==> src/rtl/arf_access_sequencer.sv <==
// Control sequencer for the 8-bit address register file (PC, AR, SP).
// Arbitrates jump / stack / AR-load / fetch requests and drives ARF control fields as Moore outputs.
module arf_access_sequencer #(
  parameter int STARVE_LIMIT = 4
) (
  input  logic       clk,
  input  logic       rst_n,
  input  logic       fetch_req,
  output logic       fetch_ack,
  input  logic       stack_req,
  input  logic       stack_op,
  output logic       stack_ack,
  input  logic       jump_req,
  input  logic [7:0] jump_addr,
  output logic       jump_ack,
  input  logic       ar_req,
  input  logic [7:0] ar_data,
  output logic       ar_ack,
  output logic [7:0] arf_I,
  output logic [1:0] arf_OutASel,
  output logic [1:0] arf_OutBSel,
  output logic [1:0] arf_FunSel,
  output logic [2:0] arf_RSel,
  input  logic [7:0] arf_OutA,
  output logic [7:0] mem_addr,
  output logic       mem_addr_valid,
  output logic       busy
);

  localparam logic [3:0] LIMIT = 4'(STARVE_LIMIT);

  localparam logic [1:0] SEL_AR  = 2'b00;
  localparam logic [1:0] SEL_SP  = 2'b01;
  localparam logic [1:0] SEL_PC  = 2'b10;
  localparam logic [1:0] FN_CLR  = 2'b00;
  localparam logic [1:0] FN_LD   = 2'b01;
  localparam logic [1:0] FN_DEC  = 2'b10;
  localparam logic [1:0] FN_INC  = 2'b11;
  localparam logic [2:0] WR_PC   = 3'b100;
  localparam logic [2:0] WR_AR   = 3'b010;
  localparam logic [2:0] WR_SP   = 3'b001;

  typedef enum logic [3:0] {
    S_INIT,
    S_IDLE,
    S_FETCH_RD,
    S_FETCH_INC,
    S_PUSH_DEC,
    S_PUSH_ADDR,
    S_PUSH_DONE,
    S_POP_ADDR,
    S_POP_INC,
    S_LOAD_PC,
    S_LOAD_AR
  } state_t;

  typedef struct packed {
    logic [7:0] i;
    logic [1:0] outa;
    logic [1:0] fun;
    logic [2:0] rsel;
  } arf_ctrl_t;

  state_t     r_state, w_next;
  arf_ctrl_t  w_ctrl;
  logic [3:0] r_starve;
  logic [7:0] r_mem_addr;
  logic       w_starved;
  logic       w_addr_cap;

  assign w_starved = fetch_req && (r_starve == LIMIT);

  always_ff @(posedge clk or negedge rst_n) begin
    if (!rst_n) r_state <= S_INIT;
    else        r_state <= w_next;
  end

  always_comb begin
    w_next         = r_state;
    w_ctrl         = '0;
    fetch_ack      = 1'b0;
    stack_ack      = 1'b0;
    jump_ack       = 1'b0;
    ar_ack         = 1'b0;
    mem_addr_valid = 1'b0;
    busy           = 1'b1;
    case (r_state)
      S_INIT: begin
        w_ctrl.fun  = FN_CLR;
        w_ctrl.rsel = WR_PC | WR_AR | WR_SP;
        w_next      = S_IDLE;
      end
      S_IDLE: begin
        busy = 1'b0;
        // Starvation override beats the fixed priority order.
        if (w_starved)      w_next = S_FETCH_RD;
        else if (jump_req)  w_next = S_LOAD_PC;
        else if (stack_req) w_next = stack_op ? S_POP_ADDR : S_PUSH_DEC;
        else if (ar_req)    w_next = S_LOAD_AR;
        else if (fetch_req) w_next = S_FETCH_RD;
        else                w_next = S_IDLE;
      end
      S_FETCH_RD: begin
        w_ctrl.outa = SEL_PC;
        w_next      = S_FETCH_INC;
      end
      S_FETCH_INC: begin
        w_ctrl.fun     = FN_INC;
        w_ctrl.rsel    = WR_PC;
        fetch_ack      = 1'b1;
        mem_addr_valid = 1'b1;
        w_next         = S_IDLE;
      end
      S_PUSH_DEC: begin
        w_ctrl.fun  = FN_DEC;
        w_ctrl.rsel = WR_SP;
        w_next      = S_PUSH_ADDR;
      end
      S_PUSH_ADDR: begin
        w_ctrl.outa = SEL_SP;
        w_next      = S_PUSH_DONE;
      end
      S_PUSH_DONE: begin
        stack_ack      = 1'b1;
        mem_addr_valid = 1'b1;
        w_next         = S_IDLE;
      end
      S_POP_ADDR: begin
        w_ctrl.outa = SEL_SP;
        w_next      = S_POP_INC;
      end
      S_POP_INC: begin
        w_ctrl.fun     = FN_INC;
        w_ctrl.rsel    = WR_SP;
        stack_ack      = 1'b1;
        mem_addr_valid = 1'b1;
        w_next         = S_IDLE;
      end
      S_LOAD_PC: begin
        w_ctrl.fun  = FN_LD;
        w_ctrl.rsel = WR_PC;
        w_ctrl.i    = jump_addr;
        jump_ack    = 1'b1;
        w_next      = S_IDLE;
      end
      S_LOAD_AR: begin
        w_ctrl.fun  = FN_LD;
        w_ctrl.rsel = WR_AR;
        w_ctrl.i    = ar_data;
        ar_ack      = 1'b1;
        w_next      = S_IDLE;
      end
      default: w_next = S_INIT;
    endcase
  end

  // Counts IDLE arbitrations a pending fetch lost; saturates so the override sticks until granted.
  always_ff @(posedge clk or negedge rst_n) begin
    if (!rst_n) begin
      r_starve <= '0;
    end else if (r_state == S_IDLE && fetch_req) begin
      if (w_next == S_FETCH_RD)    r_starve <= '0;
      else if (r_starve != LIMIT)  r_starve <= r_starve + 4'd1;
    end
  end

  assign w_addr_cap = (r_state == S_FETCH_RD) || (r_state == S_PUSH_ADDR) ||
                      (r_state == S_POP_ADDR);

  always_ff @(posedge clk or negedge rst_n) begin
    if (!rst_n)          r_mem_addr <= '0;
    else if (w_addr_cap) r_mem_addr <= arf_OutA;
  end

  assign mem_addr    = r_mem_addr;
  assign arf_I       = w_ctrl.i;
  assign arf_OutASel = w_ctrl.outa;
  assign arf_OutBSel = 2'b00;
  assign arf_FunSel  = w_ctrl.fun;
  // The FSM sits in INIT during reset; keep the clear-all write off until reset is released.
  assign arf_RSel    = rst_n ? w_ctrl.rsel : 3'b000;

  a_ack_onehot: assert property (@(posedge clk) disable iff (!rst_n)
    $onehot0({fetch_ack, stack_ack, jump_ack, ar_ack}));
  a_valid_ack: assert property (@(posedge clk) disable iff (!rst_n)
    mem_addr_valid == (fetch_ack || stack_ack));

endmodule

==> config.mk <==
export PLATFORM = sky130hd
export DESIGN_NAME = arf_access_sequencer
export DESIGN_NICKNAME = d
export VERILOG_FILES = /design/src/rtl/arf_access_sequencer.sv
export SDC_FILE = /design/constraint.sdc
export NUM_CORES = 1
export LEC_CHECK = 0
export ABC_AREA = 1
export BUFFER_PORTS_ARGS = -buffer_cell sky130_fd_sc_hd__buf_4
export CAP_MARGIN = 20
export CORE_UTILIZATION = 39
export DETAILED_ROUTE_END_ITERATION = 10
export GPL_ROUTABILITY_DRIVEN = 0
export PLACE_DENSITY = 0.76
export SYNTH_ARGS = -nofsm -noshare
export SYNTH_HDL_FRONTEND = slang
export SYNTH_SLANG_ARGS = --single-unit
==> constraint.sdc <==
create_clock -name clk -period 1.28 [get_ports clk]
set_input_delay 0.192 -clock clk [delete_from_list [all_inputs] [get_ports clk]]
set_output_delay 0.192 -clock clk [all_outputs]
set_load 0.1 [all_outputs]
==> run metrics, run 1 <==
area of the mapped netlist=1050 µm²; Synth Register Bits=16; Post-synth EDFFs=0; Synth top cells by count=nand2_1, inv_1, dfrtp_1; most frequent cell after synthesis=nand2_1; starting density of the core=0.419; Synth Area in Compound Gates=0.139; Post-Syn Area per Cell=7.99 µm²; DP HPWL=2570 µm; post-synth top area share=0.382; ys flop type=dfrtp_1; CTS Sinks=16; Synth area leader=dfrtp_1; postcts setup bufs=16; post-synthesis cell type count=24; CTS buffer count=3; Post-CTS Resized=96; status=did not finish; Failed at=clock tree synthesis; yosys synthesis warning count=0; Post-Synth Simple-Gate Area=0.241; std cell rows=18; largest family of logic cells by synthesized area=simple AND/OR/NAND/NOR gates; placed insts=241; hold buffer count at CTS=1; Async SR Flop Fraction=1.00; synth top area cells=dfrtp_1, nand2_1, mux2_2; # port buffers=59; Seq/Total Area, Yosys=0.382; XOR/XNOR Fraction of Synth Area=0.0167; root buffer cell=clkbuf_4; clk buf depth=2; die span in x=53.8 µm; Post-Synth Adder-Cell Area=0.0239; post-synthesis cell count=131; Die Height=53.8 µm; Clock H-tree levels=1; placed inst area=1910 µm²; tool error=[ERROR DPL-0033] detailed placement checks failed during check placement.; proportion of synthesized area in mux cells=0.0860; Top Ports=62
stage by stage:
step                worst slack (ps)  hold slack [ps]  utilization
detailed placement              -353              165        0.764
global placement                -273              156        0.764
floorplan                       -489             -104            -
kinds of logic after synthesis:
logic type	count (synthesis)
muxes	8
other	1
and+or+nand+nor	54
adders and majority gates	2
DFF	16
buffers and inverters	28
xor gates and xnor gates	2
AOI/OAI and AO/OA	20
==> run 2, diff against run 1 <==
Settings changed: CORE_AREA set to 2 2 63 65, CORE_UTILIZATION 39 to unset, DIE_AREA set to 0 0 65 67, PLACE_DENSITY 0.76 to unset, PLACE_DENSITY_LB_ADDON set to 0.15.
Clock period 1.28 ns to 1.7 ns, I/O delays scaled along.
==> run 2 against run 1 <==
Against the previous run: area after synthesis is the same; the flow now finishes, with violations (setup timing); synthesized cell count stayed put.
==> run metrics, run 2 <==
status=finished, violations left (was did not finish); failing checks=setup timing; starting density of the core=0.290 (was 0.419); Crit path required time=1440 ps; drt drc=0; commonest non-fill, non-tap cells in the layout=buf_4, nand2_1, inv_1, dfrtp_1, buf_12; Post-Syn Area per Cell=7.99 µm² (unchanged); largest net degree at the start of global routing=17; post-synthesis cell count=131 (unchanged); DR WL/cell=13.6 µm; initial antenna violation count=0; commonest non-fill, non-tap cell in the layout=buf_4; setup ws final=-75.0 ps; Overflow after GRT=0; Critical Path AT=1520 ps; worst hold slack=225 ps; Hold WC Path Type=primary input to flip-flop; DP HPWL=2400 µm (was 2570 µm); number of flip-flops in the largest register=8; yosys synthesis warning count=0 (unchanged); startpoint types=flip-flop; synth top area cells=dfrtp_1, nand2_1, mux2_2 (unchanged); vias in the first global route=1081; Top Ports=62 (unchanged); Max-Cap Viols=0; Nets=238; Async SR Flop Fraction=1.00 (unchanged); GRT Util Overall=0.155; Post-Layout Cell Count=252; Final Max Slew Viols=0; CP Class=flip-flop to output pin; area of the mapped netlist=1050 µm² (unchanged); Pre-Repair DR Iteration Count=3; die span in x=65 µm (was 53.8 µm); global-route wire length before repair=5060 µm; share of layout cells above drive strength 1=0.652; 1st-iter DRT viols=15; Max Fanout on Critical Path=4; CTS tree=yes; Fmax=0.563 GHz; Synth top cells by count=nand2_1, inv_1, dfrtp_1 (unchanged); ANT nets after route=0; diode count=0; Clock H-tree levels=1 (unchanged); Seq/Total Area, Yosys=0.382 (unchanged); Post-synth EDFFs=0 (unchanged); # port buffers=59 (unchanged); CTS Sinks=16 (unchanged); placed insts=238 (was 241); root buffer cell=clkbuf_8 (was clkbuf_4); core area=3610 µm²; FF/Latch Area=404 µm²; Vias/cell=4.54; post-synthesis cell type count=24 (unchanged); RSZ-0062 raised after global routing=yes; # fillers=312; CP Capture Type=output pin; Clock transition at path regs=60 ps; die area=4360 µm²; Die Height=67 µm (was 53.8 µm); most frequent cell after synthesis=nand2_1 (unchanged); Synth area leader=dfrtp_1 (unchanged); DR vias=1144; Layout area overhead=99.9%; ys flop type=dfrtp_1 (unchanged); Post-Route WL=3420 µm; clk buf depth=2 (unchanged); Final Critical Period=1780 ps; CTS buffer count=3 (unchanged); Final Hold Fails=0; Synth Register Bits=16 (unchanged); final worst-path cycle share=1.04; multi-input logic area=732 µm²; Clock Latency Late Sink=260 ps; post-synth top area share=0.382 (unchanged); std cell rows=22 (was 18); Post-Route Skew=2.00 ps; final count of negative-setup-slack endpoints=12
## run 2: final timing paths
kind / from / to / slack [ps] / cells past startpoint
setup reg to reg: r_state[0]$_DFF_PN0_ / r_starve[2]$_DFFE_PN0P_ / 100 / 11
setup / recovery: r_state[0]$_DFF_PN0_ / arf_RSel[0] / -80 / 4
hold reg to reg: mem_addr[2]$_DFFE_PN0P_ / mem_addr[2]$_DFFE_PN0P_ / 520 / 1
hold / removal: arf_OutA[6] / mem_addr[6]$_DFFE_PN0P_ / 220 / 2
max in group asynchronous: rst_n / r_state[0]$_DFF_PN0_ / 1010 / 3
min in group asynchronous: rst_n / r_state[2]$_DFF_PN0_ / 500 / 3
## run 2: final cells by class
cell class | count | area share
clock buffers | 4 | 0.0263
inverters | 26 | 0.0586
multi-input cells | 88 | 0.350
flip-flops and latches | 16 | 0.193
well taps | 48 | 0.0287
repair buffers | 69 | 0.340
repair inverters | 1 | 0.00418
## run 2: worst max-delay path, cell delays in order (launching register included)
cell,delay [ps]
dfrtp_2,460
nor2_2,210
nand2_2,150
a21oi_2,240
buf_12,200
## run 2: stage by stage
step                      cell area (µm²)  utilization  setup TNS (ps)  setup slack, ps
after floorplan                      1200            -           -1360             -355
after global placement               1690        0.470               0              119
after detailed placement             1690        0.470               0             81.1
after CTS                            1950        0.540            -439            -47.7
after global routing                 2090        0.581           -1700             -138
final                                2090        0.581            -683            -75.0
## run 2: cell families after synthesis
family,synth area share
AOI/OAI and AO/OA,0.139
xor gates and xnor gates,0.0167
adders and majority gates,0.0239
buffers and inverters,0.108
DFF,0.382
muxes,0.0860
other,0.00358
and+or+nand+nor,0.241
## run 2: timing repair
action,CTS,global route
endpoints found under the hold margin,16,0
cloned,1,0
resized for setup,45,27
buffers inserted,2,6
pin swaps,1,17
endpoints found under the setup margin,18,25
hold buffers,1,0
## run 2: per-layer routing
layer,track usage,vias up,share of wire
li1,-,568,-
met1,0.160,525,0.36
met2,0.290,46,0.55
met3,0.0456,5,0.074
met4,0.0638,0,0.016
met5,0,-,0
Power of run 2 is left out: the tool's default activity adds up to more than one toggle a clock period on the data nets, which glitch-free logic cannot reach.
==> run 3, diff against run 2 <==
Settings changed: BUFFER_PORTS_ARGS -buffer_cell sky130_fd_sc_hd__buf_4 to unset, DONT_BUFFER_PORTS set to 1.
==> run 3 against run 2 <==
Against the previous run: the run still ends with setup timing left; sequential share of layout area grew 4.5 points; maximum frequency up 2.7%; first-iteration DRC count rose by 40%; non-clock buffer count is 43 lower; via count shrank 13%; clock skew barely moved; largest cell class unchanged.
==> run metrics, run 3 (synthesis gave the netlist of run 2 again) <==
status=finished, violations left (unchanged); failing checks=setup timing (unchanged); Max-Cap Viols=0 (unchanged); # port buffers=0 (was 59); drt drc=0 (unchanged); RSZ-0062 raised after global routing=yes (unchanged); Final Critical Period=1730 ps (was 1780 ps); Nets=196 (was 238); clk buf depth=2 (unchanged); die area=4360 µm² (unchanged); commonest non-fill, non-tap cells in the layout=nand2_1, inv_1, dfrtp_1, buf_4 (was buf_4, nand2_1, inv_1, dfrtp_1, buf_12); CP Class=flip-flop to output pin (unchanged); DR WL/cell=12.8 µm (was 13.6 µm); diode count=0 (unchanged); Worst-Margin Slew=756 ps; 1st-iter DRT viols=21 (was 15); Die Height=67 µm (unchanged); CTS buffer count=3 (unchanged); max incr delay on CP=430 ps (was 460 ps); CP max-delay cell=dfrtp_2 (unchanged); Overflow after GRT=0 (unchanged); Clock transition at path regs=60 ps (about the same); starting density of the core=0.290 (unchanged); Hold WC Path Type=primary input to flip-flop (unchanged); final count of negative-setup-slack endpoints=8 (was 12); worst-path cell chain=inv_2 > nor2_4 > nand2_4 > clkinv_4 > a22o_4 (was nor2_2 > nand2_2 > a21oi_2 > buf_12); flop2flop setup slack=130 ps (was 100 ps); CTS Sinks=16 (unchanged); Clock Latency Late Sink=240 ps (was 260 ps); fin util=0.471 (was 0.581); initial antenna violation count=0 (unchanged); Pre-Repair DR Iteration Count=4 (was 3); DP HPWL=2200 µm (was 2400 µm); Critical Path AT=1470 ps (was 1520 ps); number of flip-flops in the largest register=8 (unchanged); core area=3610 µm² (unchanged); CP Capture Type=output pin (unchanged); GRT Util Overall=0.122 (was 0.155); WP buf/inv=2 (was 1); CTS tree=yes (unchanged); global-route wire length before repair=4200 µm (was 5060 µm); ANT nets after route=0 (unchanged); Crit path required time=1440 ps (about the same); largest net degree at the start of global routing=17 (unchanged); commonest non-fill, non-tap cell in the layout=nand2_1 (was buf_4); Worst path top cell family by delay=flip-flops (unchanged); Clock H-tree levels=1 (unchanged); die span in x=65 µm (unchanged); startpoint types=flip-flop (unchanged); share of layout cells above drive strength 1=0.549 (was 0.652); Final Hold Fails=0 (unchanged); std cell rows=22 (unchanged); setup ws final=-27.7 ps (was -75.0 ps); Post-Route Skew=2.00 ps (about the same); Layout area overhead=62.2% (was 99.9%); Post-Route WL=2700 µm (was 3420 µm); Final Max Slew Viols=0 (unchanged); Fmax=0.579 GHz (was 0.563 GHz); Max Fanout on Critical Path=5 (was 4); final worst-path cycle share=1.02 (was 1.04); Vias/cell=4.73 (was 4.54); vias in the first global route=975 (was 1081); root buffer cell=clkbuf_8 (unchanged); Max-slew headroom=0.494; Top Ports=62 (unchanged); DR vias=993 (was 1144)
==> run 3: routing by layer <==
| layer | up-vias | track usage | wire, µm |
|---|---|---|---|
| met5 | - | 0 | 0 |
| met4 | 0 | 0.0319 | 14 |
| met3 | 2 | 0.0321 | 212 |
| met2 | 43 | 0.242 | 1480 |
| met1 | 464 | 0.125 | 985 |
| li1 | 484 | - | - |
==> run 3: area by class of cell <==
cell class | count | area [µm²]
Inverter | 26 | 118
Timing Repair inverter | 2 | 17.5
Timing Repair Buffer | 26 | 317
Clock buffer | 4 | 55.1
Fill cell | 347 | 1910
Tap cell | 48 | 60.1
Sequential cell | 16 | 404
Multi-Input combinational cell | 88 | 728
==> run 3: through the flow <==
stage | TNS, ps | cell area, µm² | cells | hold slack (ps) | setup WS (ps)
2_1_floorplan | -1360 | 1200 | 132 | -40.6 | -355
3_3_place_gp | 0 | 1490 | 199 | -40.1 | 111
3_5_place_dp | 0 | 1490 | 199 | -39.9 | 91.5
4_1_cts | -302 | 1640 | 207 | 150 | -40.7
5_1_grt | -738 | 1700 | 210 | 142 | -79.4
6_report | -179 | 1700 | 210 | 158 | -27.7
==> run 3: final timing paths <==
path,to,from,cells past startpoint
max,arf_I[3],r_state[3]$_DFF_PN0_,5
max in group asynchronous,r_state[0]$_DFF_PN0_,rst_n,1
max reg2reg,r_starve[2]$_DFFE_PN0P_,r_state[3]$_DFF_PN0_,12
min,mem_addr[4]$_DFFE_PN0P_,arf_OutA[4],1
min in group asynchronous,r_state[3]$_DFF_PN0_,rst_n,1
min reg2reg,mem_addr[6]$_DFFE_PN0P_,mem_addr[6]$_DFFE_PN0P_,1
==> run 3: what timing repair did <==
item	CTS	global route
setup buffers	1	3
gates resized for setup	20	12
pin swaps	12	7
hold buffers	1	0
hold endpoints to repair	16	0
endpoints found under the setup margin	18	23
gates cloned	2	0
Power of run 3 is left out for the same reason.
